===== src/rtl/ram_arbiter.sv =====
// Round-robin arbiter sharing one single-port RAM between instruction fetch (F)
// and load/store (D), with a D-held lock for atomic read-modify-write sequences.
module ram_arbiter #(
    parameter int unsigned ADDR_W = 10,
    parameter int unsigned DATA_W = 32
) (
    input  logic              clk,
    input  logic              rst,
    input  logic              f_req,
    input  logic              f_we,
    input  logic [ADDR_W-1:0] f_addr,
    input  logic [DATA_W-1:0] f_wdata,
    input  logic              d_req,
    input  logic              d_we,
    input  logic [ADDR_W-1:0] d_addr,
    input  logic [DATA_W-1:0] d_wdata,
    input  logic              d_lock,
    output logic              f_gnt,
    output logic              d_gnt,
    output logic              f_rvalid,
    output logic              d_rvalid,
    output logic [DATA_W-1:0] rdata,
    output logic              ram_wr_en,
    output logic [ADDR_W-1:0] ram_address,
    output logic [DATA_W-1:0] ram_data_in,
    input  logic [DATA_W-1:0] ram_data_out
);

    logic prio_q, prio_d;
    logic lock_q, lock_d;
    logic f_rvalid_q, f_rvalid_d;
    logic d_rvalid_q, d_rvalid_d;
    logic f_win, d_win;

    // Grant selection and next-state; reset suppresses every grant.
    always_comb begin
        f_win      = 1'b0;
        d_win      = 1'b0;
        prio_d     = prio_q;
        lock_d     = lock_q;
        f_rvalid_d = 1'b0;
        d_rvalid_d = 1'b0;

        if (!rst) begin
            if (lock_q) begin
                d_win = d_req;
            end else if (f_req && d_req) begin
                f_win = ~prio_q;
                d_win = prio_q;
            end else begin
                f_win = f_req;
                d_win = d_req;
            end
        end

        if (f_win) begin
            prio_d = 1'b1;
        end
        if (d_win) begin
            prio_d = 1'b0;
            lock_d = d_lock;
        end

        f_rvalid_d = f_win & ~f_we;
        d_rvalid_d = d_win & ~d_we;
    end

    assign f_gnt       = f_win;
    assign d_gnt       = d_win;
    assign ram_wr_en   = d_win ? d_we : (f_win & f_we);
    assign ram_address = d_win ? d_addr : f_addr;
    assign ram_data_in = d_win ? d_wdata : f_wdata;
    assign rdata       = ram_data_out;

    // A read granted just before reset must not surface while reset is high.
    assign f_rvalid = f_rvalid_q & ~rst;
    assign d_rvalid = d_rvalid_q & ~rst;

    always_ff @(posedge clk) begin
        if (rst) begin
            prio_q     <= 1'b0;
            lock_q     <= 1'b0;
            f_rvalid_q <= 1'b0;
            d_rvalid_q <= 1'b0;
        end else begin
            prio_q     <= prio_d;
            lock_q     <= lock_d;
            f_rvalid_q <= f_rvalid_d;
            d_rvalid_q <= d_rvalid_d;
        end
    end

endmodule


===== config.mk =====
export PLATFORM = sky130hd
export DESIGN_NAME = ram_arbiter
export DESIGN_NICKNAME = d
export VERILOG_FILES = /design/src/rtl/ram_arbiter.sv
export SDC_FILE = /design/constraint.sdc
export NUM_CORES = 1
export LEC_CHECK = 0
export CORE_ASPECT_RATIO = 0.9
export CORE_MARGIN = 4
export CORE_UTILIZATION = 17
export DETAILED_ROUTE_END_ITERATION = 10
export PLACE_DENSITY_LB_ADDON = 0.3
export SETUP_SLACK_MARGIN = 0.2
export SYNTH_ARGS = -nofsm -noshare
export SYNTH_HDL_FRONTEND = slang
export SYNTH_SLANG_ARGS = --single-unit

===== constraint.sdc =====
create_clock -name clk -period 1.4 [get_ports clk]
set_input_delay 0.21 -clock clk [delete_from_list [all_inputs] [get_ports clk]]
set_output_delay 0.21 -clock clk [all_outputs]
set_load 0.02 [all_outputs]

==> out/qor.yml, run 1 <==
die:
  core-area_um2: 5380
  die_w_um: 87.51
  initial_core_util_pct: 17.98
  io_pins: 202
  chipHeight_um: 79.56
  dieArea_um2: 6961
  fp-row-count: 25
drt:
  wl_per_cell_um: 15.38
  drtIter0Drc: 15
  drc: 0
  dr.pass1.iters: 2
  routed_wl_um: 4707
  vias: 1251
  ant_nets: 0
  via_per_inst: 4.088
synthesis:
  synth_cells: 99
  synth.avg_cell_area_um2: 9.769
  seq_area_frac_synth_pct: 8.279
  synth_seq_cells: 4
  syn-cell-area_um2: 967.2
  syn-num-nets: 222
  yosysUniqueCellTypes: 18
  ys_warn_count: 0
global_routing:
  grt_pass1_vias: 1262
  overflow: 0
  grt_use_total_pct: 11.82
  use_met3_pct: 5.366
  globalRouteMet1Util_pct: 13.10
  antenna_found_initial: 0
  grt_most_used_layer: "met2"
  grt_pass1_wl_um: 6534
  grt.met2_usage_pct: 21.08
  grt_max_degree: 8
critical_path:
  critical_path_class: "reg -> out"
  start_kind: "register"
  crit_fanout: 5
  crit_arrival_ps: 1880
  required_ps: 1190
  cp-end-kind: "primary output"
sta:
  fin_crit_sh_pct: 149.0
  finalWorstSetupSlack_ps: -686.4
  rsz0062_at_grt: "true"
  slew_viol_final: 0
  worst_pin_slew_ps: 243.7
  timing.final.hold_violations: 0
  maxSlewHeadroom_pct: 83.75
  clock.fmax_mhz: 479.3
  fin_worst_hold_slack_ps: 420.0
  post-route-min-period_ps: 2086
  finClkSkew_ps: 0.7414
  setup_viol: 45
clocking:
  cts_buffers: 3
  insertion_delay_ps: 210
  h-tree-depth: 1
  cts_sinks: 4
  path_clk_slew_ps: 30
  cts_root_buffer: "clkbuf_8"
  cts-hold-fix-buffers: 0
  cts_tree: "built"
  cts_buffer_depth: 2
finish:
  nets: 364
  drive_above_1_share_pct: 57.32
  stdcell_count: 306
  finish.utilization_pct: 52.63
  syn_to_final_growth_pct: 192.8
  antennaDiodeCount: 0
power_and_ir_drop:
  p_leak_nw: 1.367
  p_per_area_nw_per_um2: 499.1
  p_total_w: 0.001413
  vdd_drop_max_mv: 0.3992
flow_run:
  maxCapViolations: 0
placement:
  hpwl_um: 3859
  placed_cells: 281
  gp_congestion: 0.7134
  io_buffer_count: 137
worst_hold_path:
  hold_class: "in -> out"
status:
  violations: "setup timing"
  status: "finished with violations"
==> logic make-up (layout without fill, tap and decap cells) <==
kind of cell           after synthesis  count (layout)  synth area share, %
flip-flops                           4               4                8.280
AO/OA/AOI/OAI                        5               5                4.397
AND/OR/NAND/NOR                      8               8                6.986
multiplexers                        42              42                48.90
buffers and inverters               40             180                31.43
==> layout make-up <==
cell class              count  area [um2]
flip-flops and latches      4       82.58
multi-input cells          55       765.7
well taps                  67       83.83
repair buffers            173        1838
inverters                   4       20.02
fillers                   485        2549
clock buffers               3       41.29
==> cells in the mapped netlist, drive strengths merged <==
cell type | instances | area share [%]
o21ai | 1 | 0.52
nor2 | 1 | 0.39
a221oi | 1 | 0.91
inv | 4 | 1.6
or3b | 1 | 1.2
dfxtp | 4 | 8.3
a2111oi | 1 | 1.6
nor2b | 3 | 1.9
a22o | 1 | 0.91
a21oi | 1 | 0.52
buf | 36 | 30
mux2 | 42 | 49
nand2b | 1 | 0.65
and2b | 1 | 0.78
nand2 | 1 | 2.1
==> critical path, cell delays in order, from the launching register on <==
cell,delay (ps)
dfxtp_2,310
or3b_4,430
nand2_8,90
buf_12,110
buf_12,90
buf_8,100
buf_4,100
mux2_4,290
buf_6,130
==> sequential cells by signal, summed over array words and instances (netlist names) <==
signal      cells
f_rvalid_q      1
prio_q          1
lock_q          1
d_rvalid_q      1
==> final timing paths <==
path	startpoint	end	slack, ps	depth (start not counted)
max	prio_q	ram_address[5]	-690	8
min	ram_data_out[26]	rdata[26]	420	0
max reg2reg	prio_q	d_rvalid_q	150	6
min reg2reg	prio_q	prio_q	580	2
==> per-layer routing <==
layer	share of wire, %	vias to the layer above
met5	0	-
met4	0.53	0
met3	15	8
met2	49	98
met1	35	550
li1	-	595
==> report_power, final <==
part | switching [W] | internal (W)
clock network | 0.0000564 | 0.000183
registers | 0.00000296 | 0.000122
logic | 0.000357 | 0.000691
total | 0.000416 | 0.000997
==> placed cells by master, fill, tap and decap left out, drive strengths merged <==
cell type	n
dfxtp	4
nand2	1
nor2	1
a2111oi	1
clkdlybuf4s50	87
mux2	42
buf	83
and2b	1
nor2b	3
nand2b	1
o21ai	1
inv	4
clkbuf	3
a221oi	1
or3b	1
dlygate4sd2	3
a21oi	1
a22o	1
==> per-stage QoR <==
stage	setup WS, ps	area, um2	TNS, ps
after floorplan	-153.9	1125	-6032
after global placement	-1083	2421	-47340
after detailed placement	-1093	2421	-47750
after CTS	-687.0	2779	-25940
after global routing	-729.1	2831	-27870
final	-686.4	2831	-25930
==> repair_timing <==
action,in CTS,in global routing
setup buffers,18,3
endpoints found under the setup margin,49,48
pin swaps,2,0
gates cloned,1,0
gates resized for setup,296,14
Note: power is estimated with default switching activity, not from simulation.
==> run 2: changes to the inputs <==
--- a/config.mk
+++ b/config.mk
@@ -5,7 +5,7 @@
 export SDC_FILE = /design/constraint.sdc
 export NUM_CORES = 1
 export LEC_CHECK = 0
-export CORE_ASPECT_RATIO = 0.9
+export CORE_ASPECT_RATIO = 0.5
 export CORE_MARGIN = 4
 export CORE_UTILIZATION = 17
 export DETAILED_ROUTE_END_ITERATION = 10
==> out/qor.yml, run 2 (synthesized netlist as in run 1, its figures left out) <==
die:
  initial_core_util_pct: 17.61  # was 17.98%
  io_pins: 202  # unchanged
  chipHeight_um: 61.34  # was 79.56 um
  die_w_um: 114.7  # was 87.51 um
  dieArea_um2: 7033  # was 6961 um2
  fp-row-count: 19  # was 25
  core-area_um2: 5492  # was 5380 um2
finish:
  nets: 353  # was 364
  mostFrequentLayoutCells: "87 x clkdlybuf4s50_1, 61 x buf_6, 39 x mux2_4"  # was 87 x clkdlybuf4s50_1, 56 x buf_6, 42 x mux2_4
  drive_above_1_share_pct: 55.26  # was 57.32%
  antennaDiodeCount: 0  # unchanged
  syn_to_final_growth_pct: 184.0  # was 192.8%
  layout_commonest_cell: "clkdlybuf4s50_1"  # unchanged
status:
  status: "finished with violations"  # unchanged
  violations: "setup timing"  # unchanged
sta:
  rsz0062_at_grt: "true"  # unchanged
  finClkSkew_ps: 2.973  # was 0.7414 ps
  setup_viol: 45  # unchanged
  post-route-min-period_ps: 2000  # was 2086 ps
  timing.final.hold_violations: 0  # unchanged
  worst_pin_slew_ps: 239.4  # was 243.7 ps
  maxSlewHeadroom_pct: 84.04  # was 83.75%
  finalWorstSetupSlack_ps: -599.8  # was -686.4 ps
  slew_viol_final: 0  # unchanged
  fin_crit_sh_pct: 142.8  # was 149.0%
  fin_worst_hold_slack_ps: 409.1  # was 420.0 ps
  clock.fmax_mhz: 500.1  # was 479.3 MHz
global_routing:
  grt_use_total_pct: 10.19  # was 11.82%
  grt_pass1_wl_um: 5733  # was 6534 um
  antenna_found_initial: 0  # unchanged
  grt_pass1_vias: 1236  # was 1262
  grt_max_degree: 9  # was 8
  overflow: 0  # unchanged
critical_path:
  path_cells: "or3b_4, nand2_8, buf_12, buf_6, mux2_4, buf_6"  # was or3b_4, nand2_8, buf_12, buf_12, buf_8, buf_4, mux2_4, buf_6
  crit_arrival_ps: 1790  # was 1880 ps
  reg2reg_to: "d_rvalid_q"  # unchanged
  crit_path_max_incr_delay_ps: 450  # was 430 ps
  start_kind: "register"  # unchanged
  crit_fanout: 8  # was 5
  required_ps: 1190  # about the same
  cp_slowest_cell: "or3b_4"  # unchanged
  critical_path_class: "reg -> out"  # unchanged
  timing.rr.start: "lock_q"  # was prio_q
  cpMostUsedCell: "buf_6"  # was buf_12
  cp-end-kind: "primary output"  # unchanged
  rrSetupSlack_ps: 120  # was 150 ps
  r2r_cells: 5  # was 6
drt:
  routed_wl_um: 4322  # was 4707 um
  vias: 1176  # was 1251
  dr.pass1.iters: 2  # unchanged
  ant_nets: 0  # unchanged
  via_per_inst: 3.907  # was 4.088
  drtIter0Drc: 18  # was 15
  drc: 0  # unchanged
  wl_per_cell_um: 14.36  # was 15.38 um
power_and_ir_drop:
  p_leak_nw: 1.305  # was 1.367 nW
  cell_internal_pwr_w: 0.001140  # was 0.0009967 W
  p_total_w: 0.001567  # was 0.001413 W
  sw_frac_of_total_pct: 27.27  # was 29.46%
  pwr-share-seq_pct: 8.0  # was 8.9%
  p_clk_share_pct: 28.2  # was 16.9%
  switching_power_w: 0.0004274  # was 0.0004164 W
  vdd_drop_max_mv: 0.4574  # was 0.3992 mV
  combPwrFrac_pct: 63.8  # was 74.2%
  p_per_area_nw_per_um2: 570.6  # was 499.1 nW/um2
clocking:
  insertion_delay_ps: 220  # was 210 ps
  path_clk_slew_ps: 30  # about the same
  cts_tree: "built"  # unchanged
  cts_buffer_depth: 2  # unchanged
  cts_root_buffer: "clkbuf_16"  # was clkbuf_8
  cts_sinks: 4  # unchanged
  cts_buffers: 3  # unchanged
  h-tree-depth: 1  # unchanged
flow_run:
  maxCapViolations: 0  # unchanged
placement:
  hpwl_um: 3706  # was 3859 um
  gp_congestion: 0.7593  # was 0.7134
  io_buffer_count: 137  # unchanged
worst_hold_path:
  min_to: "prio_q"  # was rdata[26]
  hold_class: "in -> reg"  # was in -> out
  hp-start: "rst"  # was ram_data_out[26]
  min_path_cells: 3  # was 0
[run 2: cell count changes in the layout (fill, tap and decap cells not counted), moves of 3 or more]
cell	previous run	this run
buf_4	15	4
buf_6	56	61
buf_8	4	0
clkbuf_16	0	3
clkbuf_8	3	0
mux2_2	0	3
mux2_4	42	39
[run 2: critical path: cells and delay by family, from the launching register on]
kind	cells	cell delay (ps)
buf+inv	3	360
flops	1	310
simple gates	2	600
mux	1	290
[run 2: per-layer routing]
layer | GRT usage (%) | wire (um)
met2 | 20.60 | 2394
met4 | 1.523 | 21
met1 | 10.47 | 1530
met5 | 0 | 0
met3 | 3.925 | 375
[run 2: final cells by class]
type | count | area, um2
clock buffers | 3 | 75.07
fillers | 528 | 2745
inverters | 4 | 20.02
multi-input cells | 56 | 765.7
flip-flops and latches | 4 | 82.58
well taps | 73 | 91.34
repair buffers | 161 | 1712
[run 2: through the flow]
stage | TNS [ps] | cells | setup slack (ps) | util, % | instance area, um2
2_1_floorplan | -6032 | 99 | -153.9 | - | 1125
3_3_place_gp | -47080 | 290 | -1054 | 44.86 | 2464
3_5_place_dp | -46920 | 290 | -1065 | 44.86 | 2464
4_1_cts | -23320 | 299 | -642.0 | 48.39 | 2658
5_1_grt | -24920 | 301 | -651.5 | 50.01 | 2746
6_report | -22830 | 301 | -599.8 | 50.01 | 2746
[run 2: how the worst max path moves through the flow]
stage	cells after the start	slack, ps	to	start
after detailed placement	6	-1070	ram_data_in[9]	f_req
after CTS	5	-640	ram_data_in[9]	prio_q
final	6	-600	ram_address[1]	lock_q
after floorplan	4	-150	ram_address[2]	lock_q
after global placement	6	-1050	ram_data_in[6]	f_req
after global routing	6	-650	ram_data_in[23]	lock_q
[run 2: power by group through the flow]
stage	registers (W)	clock network, W	logic (W)
final	0.000126	0.000442	0.00100
after global routing	0.000126	0.000465	0.00105
after CTS	0.000125	0.000452	0.000964
after detailed placement	0.000126	0	0.000909
after global placement	0.000126	0	0.000900
after floorplan	0.000127	0	0.000524
[run 2: what timing repair did]
| action | CTS | global route |
|---|---|---|
| resized for setup | 271 | 32 |
| gates cloned | 2 | 0 |
| setup buffers | 4 | 2 |
| hold buffers | 0 | 0 |
| endpoints found under the setup margin | 49 | 48 |
| endpoints found under the hold margin | 0 | 0 |
| pin swaps | 3 | 3 |
